`src/rtl/magia_launch_pkg.sv`:
```
// Shared types and defaults for the MAGIA tile launch sequencer.
package magia_launch_pkg;

    typedef enum logic [2:0] {
        ST_IDLE,
        ST_ENABLE,
        ST_LAUNCH,
        ST_RUN,
        ST_DONE,
        ST_TOUT
    } launch_state_e;

    localparam int unsigned DEF_SETTLE_CYCLES = 8;
    localparam int unsigned DEF_SLEEP_FILTER  = 4;

    typedef logic [31:0] hartid_t;

    // Index width for a vector of n entries; never narrower than one bit.
    function automatic int unsigned idx_width(input int unsigned n);
        return (n > 1) ? $clog2(n) : 1;
    endfunction

endpackage

```
`src/rtl/magia_launch_ptr.sv`:
```
// Launch pointer helper: lowest set mask bit, and the next set bit above
// the current pointer together with a flag when no such bit exists.
module magia_launch_ptr #(
    parameter int unsigned N_TILES = 4,
    parameter int unsigned PTR_W   = 2
) (
    input  logic [N_TILES-1:0] mask,
    input  logic [PTR_W-1:0]   cur_idx,
    output logic [PTR_W-1:0]   first_idx,
    output logic [PTR_W-1:0]   next_idx,
    output logic               is_last
);

    // Scan from the top bit down so the lowest qualifying bit is written last.
    always_comb begin
        first_idx = '0;
        next_idx  = '0;
        is_last   = 1'b1;
        for (int unsigned k = 0; k < N_TILES; k++) begin
            if (mask[N_TILES-1-k]) begin
                first_idx = PTR_W'(N_TILES - 1 - k);
                if (PTR_W'(N_TILES - 1 - k) > cur_idx) begin
                    next_idx = PTR_W'(N_TILES - 1 - k);
                    is_last  = 1'b0;
                end
            end
        end
    end

endmodule

```
`src/rtl/magia_tile_launch_ctrl.sv`:
```
// Bring-up sequencer for N MAGIA tiles: enable, staggered fetch launch,
// sleep-based completion detection with timeout/abort, and wu_wfe forwarding.
module magia_tile_launch_ctrl
    import magia_launch_pkg::*;
#(
    parameter int unsigned N_TILES       = 4,
    parameter int unsigned HARTID_BASE   = 0,
    parameter int unsigned SETTLE_CYCLES = DEF_SETTLE_CYCLES,
    parameter int unsigned SLEEP_FILTER  = DEF_SLEEP_FILTER,
    parameter int unsigned CNT_W         = 32
) (
    input  logic                  clk_i,
    input  logic                  rst_ni,
    input  logic                  start_i,
    input  logic                  abort_i,
    input  logic [N_TILES-1:0]    tile_mask_i,
    input  logic [31:0]           boot_addr_i,
    input  logic [7:0]            stagger_i,
    input  logic [CNT_W-1:0]      timeout_i,
    input  logic [N_TILES-1:0]    core_sleep_i,
    input  logic [N_TILES-1:0]    wake_req_i,
    output logic [N_TILES-1:0]    tile_enable_o,
    output logic [N_TILES-1:0]    fetch_enable_o,
    output logic [N_TILES-1:0]    wu_wfe_o,
    output logic [31:0]           boot_addr_o,
    output logic [N_TILES*32-1:0] mhartid_o,
    output logic                  busy_o,
    output logic                  done_o,
    output logic                  timeout_o,
    output logic [CNT_W-1:0]      cycles_o
);

    localparam int unsigned PTR_W    = idx_width(N_TILES);
    localparam int unsigned SETTLE_W = $clog2(SETTLE_CYCLES + 1);
    localparam int unsigned FILT_W   = $clog2(SLEEP_FILTER + 1);

    launch_state_e        state_q, state_d;
    logic [N_TILES-1:0]   mask_q, mask_d;
    logic [31:0]          boot_q, boot_d;
    logic [7:0]           stagger_q, stagger_d;
    logic [N_TILES-1:0]   tile_en_q, tile_en_d;
    logic [N_TILES-1:0]   fetch_q, fetch_d;
    logic [N_TILES-1:0]   wu_wfe_q, wu_wfe_d;
    logic [N_TILES-1:0]   wake_q;
    logic [CNT_W-1:0]     cycles_q, cycles_d;
    logic [SETTLE_W-1:0]  settle_q, settle_d;
    logic [7:0]           wait_q, wait_d;
    logic [PTR_W-1:0]     ptr_q, ptr_d;
    logic [FILT_W-1:0]    filt_q, filt_d;
    logic                 relaunch_q, relaunch_d;

    logic [PTR_W-1:0]     first_ptr;
    logic [PTR_W-1:0]     next_ptr;
    logic                 ptr_last;
    logic [N_TILES-1:0]   wake_rise;
    logic                 all_asleep;
    logic [CNT_W-1:0]     cycles_inc;
    logic [N_TILES-1:0]   launch_mask;

    magia_launch_ptr #(
        .N_TILES (N_TILES),
        .PTR_W   (PTR_W)
    ) u_ptr (
        .mask      (mask_q),
        .cur_idx   (ptr_q),
        .first_idx (first_ptr),
        .next_idx  (next_ptr),
        .is_last   (ptr_last)
    );

    // Hart IDs are fixed straps derived from the tile index.
    for (genvar g = 0; g < N_TILES; g++) begin : g_hartid
        assign mhartid_o[g*32 +: 32] = hartid_t'(HARTID_BASE + g);
    end

    assign wake_rise  = wake_req_i & ~wake_q & fetch_q;
    assign all_asleep = ((core_sleep_i & mask_q) == mask_q);
    assign cycles_inc = (&cycles_q) ? cycles_q : cycles_q + CNT_W'(1);

    // Next-state and datapath updates; abort overrides every state.
    always_comb begin
        state_d     = state_q;
        mask_d      = mask_q;
        boot_d      = boot_q;
        stagger_d   = stagger_q;
        tile_en_d   = tile_en_q;
        fetch_d     = fetch_q;
        wu_wfe_d    = wake_rise;
        cycles_d    = cycles_q;
        settle_d    = settle_q;
        wait_d      = wait_q;
        ptr_d       = ptr_q;
        filt_d      = filt_q;
        relaunch_d  = relaunch_q;
        launch_mask = relaunch_q ? mask_q : tile_mask_i;

        if (abort_i) begin
            state_d    = ST_IDLE;
            tile_en_d  = '0;
            fetch_d    = '0;
            wu_wfe_d   = '0;
            relaunch_d = 1'b0;
        end else begin
            case (state_q)
                ST_IDLE: begin
                    // A relaunch armed from DONE/TOUT already holds its sampled values.
                    if (start_i || relaunch_q) begin
                        if (!relaunch_q) begin
                            mask_d    = tile_mask_i;
                            boot_d    = boot_addr_i;
                            stagger_d = stagger_i;
                            cycles_d  = '0;
                        end
                        relaunch_d = 1'b0;
                        if (launch_mask == '0) begin
                            state_d = ST_DONE;
                        end else begin
                            tile_en_d = launch_mask;
                            settle_d  = '0;
                            state_d   = ST_ENABLE;
                        end
                    end
                end
                ST_ENABLE: begin
                    if (settle_q == SETTLE_W'(SETTLE_CYCLES - 1)) begin
                        ptr_d   = first_ptr;
                        wait_d  = '0;
                        state_d = ST_LAUNCH;
                    end else begin
                        settle_d = settle_q + SETTLE_W'(1);
                    end
                end
                ST_LAUNCH: begin
                    if (wait_q > 8'd1) begin
                        wait_d = wait_q - 8'd1;
                    end else if (stagger_q == 8'd0) begin
                        fetch_d = fetch_q | mask_q;
                        filt_d  = '0;
                        state_d = ST_RUN;
                    end else begin
                        fetch_d[ptr_q] = 1'b1;
                        if (ptr_last) begin
                            filt_d  = '0;
                            state_d = ST_RUN;
                        end else begin
                            ptr_d  = next_ptr;
                            wait_d = stagger_q;
                        end
                    end
                end
                ST_RUN: begin
                    cycles_d = cycles_inc;
                    if (!all_asleep || (wake_rise != '0)) begin
                        filt_d = '0;
                    end else begin
                        filt_d = filt_q + FILT_W'(1);
                    end
                    if (all_asleep && (wake_rise == '0) &&
                        (filt_q == FILT_W'(SLEEP_FILTER - 1))) begin
                        state_d = ST_DONE;
                    end else if ((timeout_i != '0) && (cycles_inc >= timeout_i)) begin
                        state_d = ST_TOUT;
                    end
                end
                ST_DONE, ST_TOUT: begin
                    if (start_i) begin
                        mask_d     = tile_mask_i;
                        boot_d     = boot_addr_i;
                        stagger_d  = stagger_i;
                        cycles_d   = '0;
                        tile_en_d  = '0;
                        fetch_d    = '0;
                        wu_wfe_d   = '0;
                        relaunch_d = 1'b1;
                        state_d    = ST_IDLE;
                    end
                end
                default: begin
                    state_d = ST_IDLE;
                end
            endcase
        end
    end

    // State and datapath registers.
    always_ff @(posedge clk_i or negedge rst_ni) begin
        if (!rst_ni) begin
            state_q    <= ST_IDLE;
            mask_q     <= '0;
            boot_q     <= '0;
            stagger_q  <= '0;
            tile_en_q  <= '0;
            fetch_q    <= '0;
            wu_wfe_q   <= '0;
            wake_q     <= '0;
            cycles_q   <= '0;
            settle_q   <= '0;
            wait_q     <= '0;
            ptr_q      <= '0;
            filt_q     <= '0;
            relaunch_q <= 1'b0;
        end else begin
            state_q    <= state_d;
            mask_q     <= mask_d;
            boot_q     <= boot_d;
            stagger_q  <= stagger_d;
            tile_en_q  <= tile_en_d;
            fetch_q    <= fetch_d;
            wu_wfe_q   <= wu_wfe_d;
            wake_q     <= wake_req_i;
            cycles_q   <= cycles_d;
            settle_q   <= settle_d;
            wait_q     <= wait_d;
            ptr_q      <= ptr_d;
            filt_q     <= filt_d;
            relaunch_q <= relaunch_d;
        end
    end

    assign tile_enable_o  = tile_en_q;
    assign fetch_enable_o = fetch_q;
    assign wu_wfe_o       = wu_wfe_q;
    assign boot_addr_o    = boot_q;
    assign cycles_o       = cycles_q;
    assign busy_o         = (state_q == ST_ENABLE) || (state_q == ST_LAUNCH) ||
                            (state_q == ST_RUN);
    assign done_o         = (state_q == ST_DONE);
    assign timeout_o      = (state_q == ST_TOUT);

endmodule

```
`config.mk`:
```
export PLATFORM = sky130hd
export DESIGN_NAME = magia_tile_launch_ctrl
export DESIGN_NICKNAME = d
export VERILOG_FILES = /design/src/rtl/magia_launch_pkg.sv /design/src/rtl/magia_launch_ptr.sv /design/src/rtl/magia_tile_launch_ctrl.sv
export SDC_FILE = /design/constraint.sdc
export NUM_CORES = 1
export LEC_CHECK = 0
export ABC_AREA = 0
export CAP_MARGIN = 20
export CORE_ASPECT_RATIO = 0.7
export CORE_MARGIN = 4
export CORE_UTILIZATION = 49
export DETAILED_ROUTE_END_ITERATION = 7
export PLACE_DENSITY = 0.87
export SYNTH_ARGS = -nofsm -noshare
export SYNTH_HDL_FRONTEND = slang
export SYNTH_SLANG_ARGS = --single-unit
```
`constraint.sdc`:
```
create_clock -name clk_i -period 6.9 [get_ports clk_i]
set_input_delay 1.38 -clock clk_i [delete_from_list [all_inputs] [get_ports clk_i]]
set_output_delay 1.38 -clock clk_i [all_outputs]
set_load 0.01 [all_outputs]
```
Word level (Yosys, flattened, before mapping)
Index checks and enable logic that the tools add are counted.
- reductions and logical operators: 35
- add/sub/neg operators: 4
- muxes and demuxes: 85
- equal/unequal tests: 27
- $lt $le $gt $ge: 8
- bitwise operators: 7
- operators with widths (operator ; count):
    $mux W32 ; 7
    $pmux W32 S3 ; 1
    $mux W4 ; 16
    $pmux W32 S2 ; 1
    $mux W8 ; 7
    $mux W3 ; 14
    $add A32 B1 Y32 const B ; 1
    $ge A32 B32 Y1 ; 1
    $mux W2 ; 16
    $pmux W4 S2 ; 4
    $pmux W8 S2 ; 2
    $reduce_and A32 Y1 ; 1
    $reduce_bool A32 Y1 ; 1
    $ne A3 B3 Y1 const B ; 8
    $reduce_and A5 Y1 ; 4
    $ne A2 B2 Y1 const B ; 9
    $pmux W3 S5 ; 1
    $and A4 B4 Y4 ; 3
    $mux W1 ; 12
    $reduce_and A4 Y1 ; 3
    $reduce_and A6 Y1 ; 2
    $eq A3 B2 Y1 const B ; 3
    $reduce_bool A3 Y1 ; 3
    $gt A8 B1 Y1 const B ; 1
    29 further kinds ; 45
- flip-flop bits (word level): 113
- logic and storage cells: 180
- output and inout port bits: 207

Logic depth before layout (Yosys ltp)
- depth in word-level cells: 14
- mapped depth: 17
- gate-level depth less buffers: 15

Modules after synthesis
From an unflattened synthesis, not the netlist that was laid out.
- cell total of the unflattened synthesis: 879
- area, all modules: 7868.8 sq um
- by module, submodules not included (module ; instances ; cells each ; seq. area each (sq um) ; area an instance (sq um)):
    magia_tile_launch_ctrl ; 1 ; 865 ; 2827.7 ; 7786.2
    magia_launch_ptr ; 1 ; 14 ; 0.0 ; 82.6

Worst setup path after synthesis
Ideal clock, no wire load.
- path type: register to register
- start: register cycles_q[17] (netlist: cycles_o[17])
- end: register state_q[0]
- path buffers: 2
- clock period less this slack: 3932 ps
- slack: 2968 ps
- cell stages (with the launch flop): 17
- data arrival time: 3837 ps
- path through: dfrtp_1 > and3_1 > clkbuf_1 > nand4_4 > nor4_4 > nor2b_1 > buf_2 > nand3_1 > xnor2_1 > ha_1 > nand4_1 > nor3_1 > or4b_2 > a31oi_1 > o31ai_1 > or3_1 > o31ai_1
- cells in the longest elaborated chain, start to end: 6
- elaborated cells between the ends (all ways): 7
- those cells by class: 1 x add/sub; 1 x order compare; 1 x eq/ne; 1 x mux; 3 x reduce/logical
- RTL lines (element ; line ; source):
    start: declaration ; magia_tile_launch_ctrl.sv:45 ; logic [CNT_W-1:0] cycles_q, cycles_d;
    start signal: assignment ; magia_tile_launch_ctrl.sv:211 ; cycles_q <= cycles_d;
    $add A32 B1 Y32 / $reduce_and A32 Y1 (equally long branches) ; magia_tile_launch_ctrl.sv:78 ; assign cycles_inc = (&cycles_q) ? cycles_q : cycles_q + CNT_W'(1);
    $mux W32 (*) ; magia_tile_launch_ctrl.sv:78 ;
    $ge A32 B32 Y1 (*) ; magia_tile_launch_ctrl.sv:161 ; end else if ((timeout_i != '0) && (cycles_inc >= timeout_i)) begin
    $logic_and A1 B1 Y1 (*) ; magia_tile_launch_ctrl.sv:161 ;
    $ne A4 B4 Y1 (no source line) (*) ; n/a ;
    $reduce_and A6 Y1 (no source line) (*) ; n/a ;
    end signal: assignment ; magia_tile_launch_ctrl.sv:203 ; state_q <= state_d;
    end: declaration ; magia_tile_launch_ctrl.sv:37 ; launch_state_e state_q, state_d;
Every way passes the cells marked *; elsewhere a longest branch is shown, timed or not.
A chain may end at the register's enable or synchronous reset.

Final worst setup path
- start: register cycles_q[0] (netlist: cycles_o[0])
- end: register state_q[0]
Same word-level chain as after synthesis.

==> flow_results.xml <==
<?xml version="1.0" encoding="UTF-8"?>
<metrics>
  <group name="global_route">
    <metric name="track_usage" unit="">0.2250</metric>
    <metric name="gr-total-overflow" unit="">0</metric>
    <metric name="grt_pass1_wl" unit="um">32860</metric>
    <metric name="grt_max_degree" unit="">73</metric>
    <metric name="grt_antenna_before_repair" unit="">0</metric>
    <metric name="first_global_vias" unit="">6273</metric>
  </group>
  <group name="clocking">
    <metric name="clk-insertion-delay-late" unit="ns">0.42</metric>
    <metric name="clk_pin_slew_worst_paths" unit="ns">0.06</metric>
    <metric name="clkSinkCount" unit="">113</metric>
    <metric name="tritoncts.num_buffers" unit="">17</metric>
    <metric name="cts.root.buffer_cell" unit="">clkbuf_16</metric>
    <metric name="ctsResizeCount" unit="">0</metric>
    <metric name="hold_buffers" unit="">0</metric>
    <metric name="cts_tree" unit="">done</metric>
    <metric name="post_cts.repair.setup_buffers" unit="">0</metric>
    <metric name="cts_max_path_buffers" unit="">2</metric>
    <metric name="count_of_h_tree_levels_built_during_cts" unit="">4</metric>
  </group>
  <group name="critical_path">
    <metric name="worstReg2RegEnd" unit="">state_q[0]</metric>
    <metric name="path_max_fanout" unit="">10</metric>
    <metric name="count_of_cells_along_the_worst_register_to_register_path" unit="">15</metric>
    <metric name="critPathRequiredTime" unit="ns">7.21</metric>
    <metric name="start_kind" unit="">register</metric>
    <metric name="worst_reg2reg_setup_slack" unit="ns">2.09</metric>
    <metric name="path_class" unit="">register to register</metric>
    <metric name="cp.arrival" unit="ns">5.12</metric>
    <metric name="end_kind" unit="">register</metric>
    <metric name="timing.rr.start" unit="">cycles_o[0]</metric>
  </group>
  <group name="sta">
    <metric name="grt_setup_unrepaired" unit="">no</metric>
    <metric name="period_share" unit="">0.6971</metric>
    <metric name="max_slew.worst_pin.slew" unit="ns">0.9304</metric>
    <metric name="setup_viol" unit="">0</metric>
    <metric name="timing.fmax" unit="GHz">0.2079</metric>
    <metric name="final_max_slew_viol_count" unit="">0</metric>
    <metric name="layout_min_cycle_time" unit="ns">4.810</metric>
    <metric name="maxSlewHeadroom" unit="">0.3798</metric>
    <metric name="fin_setup_tns" unit="ns">0</metric>
    <metric name="finalHoldViolCount" unit="">0</metric>
    <metric name="final_setup_skew" unit="ns">0.01389</metric>
  </group>
  <group name="synth">
    <metric name="synth_top_cell_by_area" unit="">dfrtp_1</metric>
    <metric name="synth-warning-count" unit="">0</metric>
    <metric name="synth_enable_flop_cells" unit="">0</metric>
    <metric name="asyncSetResetFlopFracSynth" unit="">1.000</metric>
    <metric name="syn_inst" unit="">856</metric>
    <metric name="number_of_unique_standard_cell_types_used_by_synthesis" unit="">64</metric>
    <metric name="synth_top_area_share" unit="">0.3586</metric>
    <metric name="syn_area" unit="sq um">7885</metric>
    <metric name="synth_area_leaders" unit="">dfrtp_1, buf_4, mux2_2</metric>
    <metric name="ys.flop_type" unit="">dfrtp_1</metric>
    <metric name="ys_ff_latch" unit="">113</metric>
    <metric name="syn_avg_cell_area" unit="sq um">9.212</metric>
    <metric name="share_of_synthesized_area_occupied_by_flip_flops_and_latches" unit="">0.3586</metric>
  </group>
  <group name="detailed_routing">
    <metric name="drt-initial-drc-count" unit="">497</metric>
    <metric name="dr_total_vias" unit="">6589</metric>
    <metric name="drtPass1Iterations" unit="">5</metric>
    <metric name="met1_length" unit="um">8903</metric>
    <metric name="topRoutingLayerUsed" unit="">met4</metric>
    <metric name="drc" unit="">0</metric>
    <metric name="wirelength" unit="um">21440</metric>
    <metric name="route.met3.wl" unit="um">2142</metric>
    <metric name="vias_per_cell" unit="">5.392</metric>
    <metric name="dr_wl_met2" unit="um">9907</metric>
    <metric name="wire_per_inst" unit="um">17.54</metric>
    <metric name="antenna_violating_nets_post_route" unit="">0</metric>
  </group>
  <group name="cells_and_area">
    <metric name="layout.filler_cells" unit="">1288</metric>
    <metric name="layout-drive-gt1-share" unit="">0.1115</metric>
    <metric name="multi_input_comb_area" unit="sq um">4187</metric>
    <metric name="areaGrowthSynthToFinish" unit="%">24.20</metric>
    <metric name="antenna_cells" unit="">0</metric>
    <metric name="layout.area.seq" unit="sq um">2828</metric>
    <metric name="core_occupancy_in_the_finished_layout" unit="">0.6261</metric>
    <metric name="fin_nets" unit="">1135</metric>
  </group>
  <group name="min_path">
    <metric name="hold_path_end" unit="">wait_q[1]</metric>
    <metric name="worst_hold_path.num_cells" unit="">2</metric>
    <metric name="min_from" unit="">wait_q[1]</metric>
    <metric name="worst_hold_check_path_type" unit="">register to register</metric>
  </group>
  <group name="power_and_ir_drop">
    <metric name="static-leakage-power" unit="nW">4.474</metric>
    <metric name="totalPowerFinal" unit="W">0.003317</metric>
    <metric name="power.density_cell_area" unit="nW/um^2">338.7</metric>
    <metric name="worst_ir_drop_vdd" unit="V">0.0002336</metric>
  </group>
  <group name="outcome">
    <metric name="status" unit="">complete, no violations</metric>
  </group>
  <group name="floorplan">
    <metric name="floorplan.initialDensity" unit="">0.5041</metric>
    <metric name="core_area" unit="sq um">15640</metric>
    <metric name="die_height" unit="um">114.1</metric>
    <metric name="number_of_placement_rows" unit="">38</metric>
    <metric name="die_area" unit="sq um">18220</metric>
    <metric name="die_w" unit="um">159.6</metric>
    <metric name="total_i_o_pin_count" unit="">295</metric>
  </group>
  <group name="placed_design">
    <metric name="dp_hpwl" unit="um">15850</metric>
    <metric name="place.port_buffers" unit="">166</metric>
    <metric name="place_congestion" unit="">0.9250</metric>
  </group>
  <group name="job">
    <metric name="max-cap-violations" unit="">0</metric>
  </group>
</metrics>
-- worst max-delay path by stage --
stage	from	end	slack, ns	cells past startpoint
2_1_floorplan	cycles_o[17]	state_q[0]	2.97	16
3_3_place_gp	cycles_o[0]	state_q[0]	2.59	15
5_1_grt	cycles_o[0]	state_q[0]	1.89	15
4_1_cts	cycles_o[0]	state_q[0]	2.17	15
3_5_place_dp	cycles_o[0]	state_q[0]	2.26	15
6_report	cycles_o[0]	state_q[0]	2.09	15
-- cell usage in the layout, fill, tap and decap left out, types with 9 or more instances in the layout --
cell type          n
nand2_1           49
nor3_1             9
a22o_1             9
nor4_1            14
inv_1             46
or3_1             16
xnor2_1           19
a31oi_1           11
ha_1              38
xor2_1            10
clkbuf_16         17
dfrtp_1          113
clkdlybuf4s50_1  165
nor2_1            49
conb_1           128
nand4_1           14
a21oi_1           42
nand3_1           25
o31ai_1           19
mux2_2            51
o21ai_0           65
and3_1            11
-- worst max-delay path: stages (launching register included) --
cell and delay, ns:
dfrtp_1 0.45, ha_1 0.29, and3_1 0.29, nand3_1 0.17, nor4_4 0.08, nor2b_1 0.63
nand3_1 0.24, xnor2_1 0.18, ha_1 0.33, nand4_1 0.16, nor3_1 0.45, or4b_2 0.63
a31oi_1 0.20, o31ai_1 0.13, or3_1 0.39, o31ai_1 0.08
-- per-layer routing --
metal	up-vias	track usage
met3	43	0.07629
met1	3169	0.3003
li1	3072	-
met2	305	0.3442
met4	0	0.08035
met5	-	0
-- cell usage after synthesis (3+ instances only) --
library cell  number
o21a_1             8
nand2b_1           5
nor4_1            15
or3_1             16
nor2_4             4
and3_1            11
ha_1              38
buf_2              3
a21oi_1           42
inv_1             46
nor3_1             9
nand4_1           14
and2_1             5
o21ai_0           65
nor2_1            49
clkbuf_1          19
buf_4            131
mux2_2            51
nand3_1           25
nand3b_1           8
or2_2              6
nor2b_1            7
dfrtp_1          113
a22o_1             9
buf_6              3
a31oi_1           11
xnor2_1           19
o31ai_1           19
xor2_1            10
nand2_1           49
a21o_1             5
-- area by class of cell --
cell class,count,share of cell area
multi-input cells,661,0.4275
flip-flops and latches,113,0.2887
repair buffers,170,0.1725
clock buffers,18,0.04484
well taps,200,0.02555
clock inverters,14,0.02325
inverters,46,0.01763
-- kinds of logic after synthesis --
logic type | after synthesis | share of synthesized area
simple gates | 235 | 0.1639
buf+inv | 208 | 0.1712
compound gates | 180 | 0.1400
flops | 113 | 0.3586
mux | 51 | 0.07283
fa+ha+maj | 38 | 0.06030
xor+xnor | 29 | 0.03221
other cells | 2 | 0.0009524
-- registers in the layout (all words and copies together) (netlist names) --
register	count
wait_q	8
filt_q	3
wake_q	4
mask_q	4
state_q	3
wu_wfe_o	4
relaunch_q	1
settle_q	4
fetch_enable_o	4
ptr_q	2
stagger_q	8
cycles_o	32
boot_addr_o	32
tile_enable_o	4
-- per-stage QoR --
stage | hold slack (ns) | area (sq um) | std cells | worst slack [ns]
after floorplan | 0.4614 | 8358 | 982 | 2.968
after global placement | 0.4859 | 9126 | 1190 | 2.588
after detailed placement | 0.4895 | 9126 | 1190 | 2.263
after CTS | 0.4952 | 9793 | 1222 | 2.168
after global routing | 0.5185 | 9793 | 1222 | 1.893
final | 0.4927 | 9793 | 1222 | 2.090
-- report_power, final --
group / switching, W / internal [W] / leakage [nW] / total (W)
logic: 0.000672 / 0.000628 / 2.70 / 0.00130
registers: 0.000160 / 0.000855 / 1.46 / 0.00101
clock network: 0.000346 / 0.000656 / 0.322 / 0.00100
Note: power is estimated with default switching activity, not from simulation.
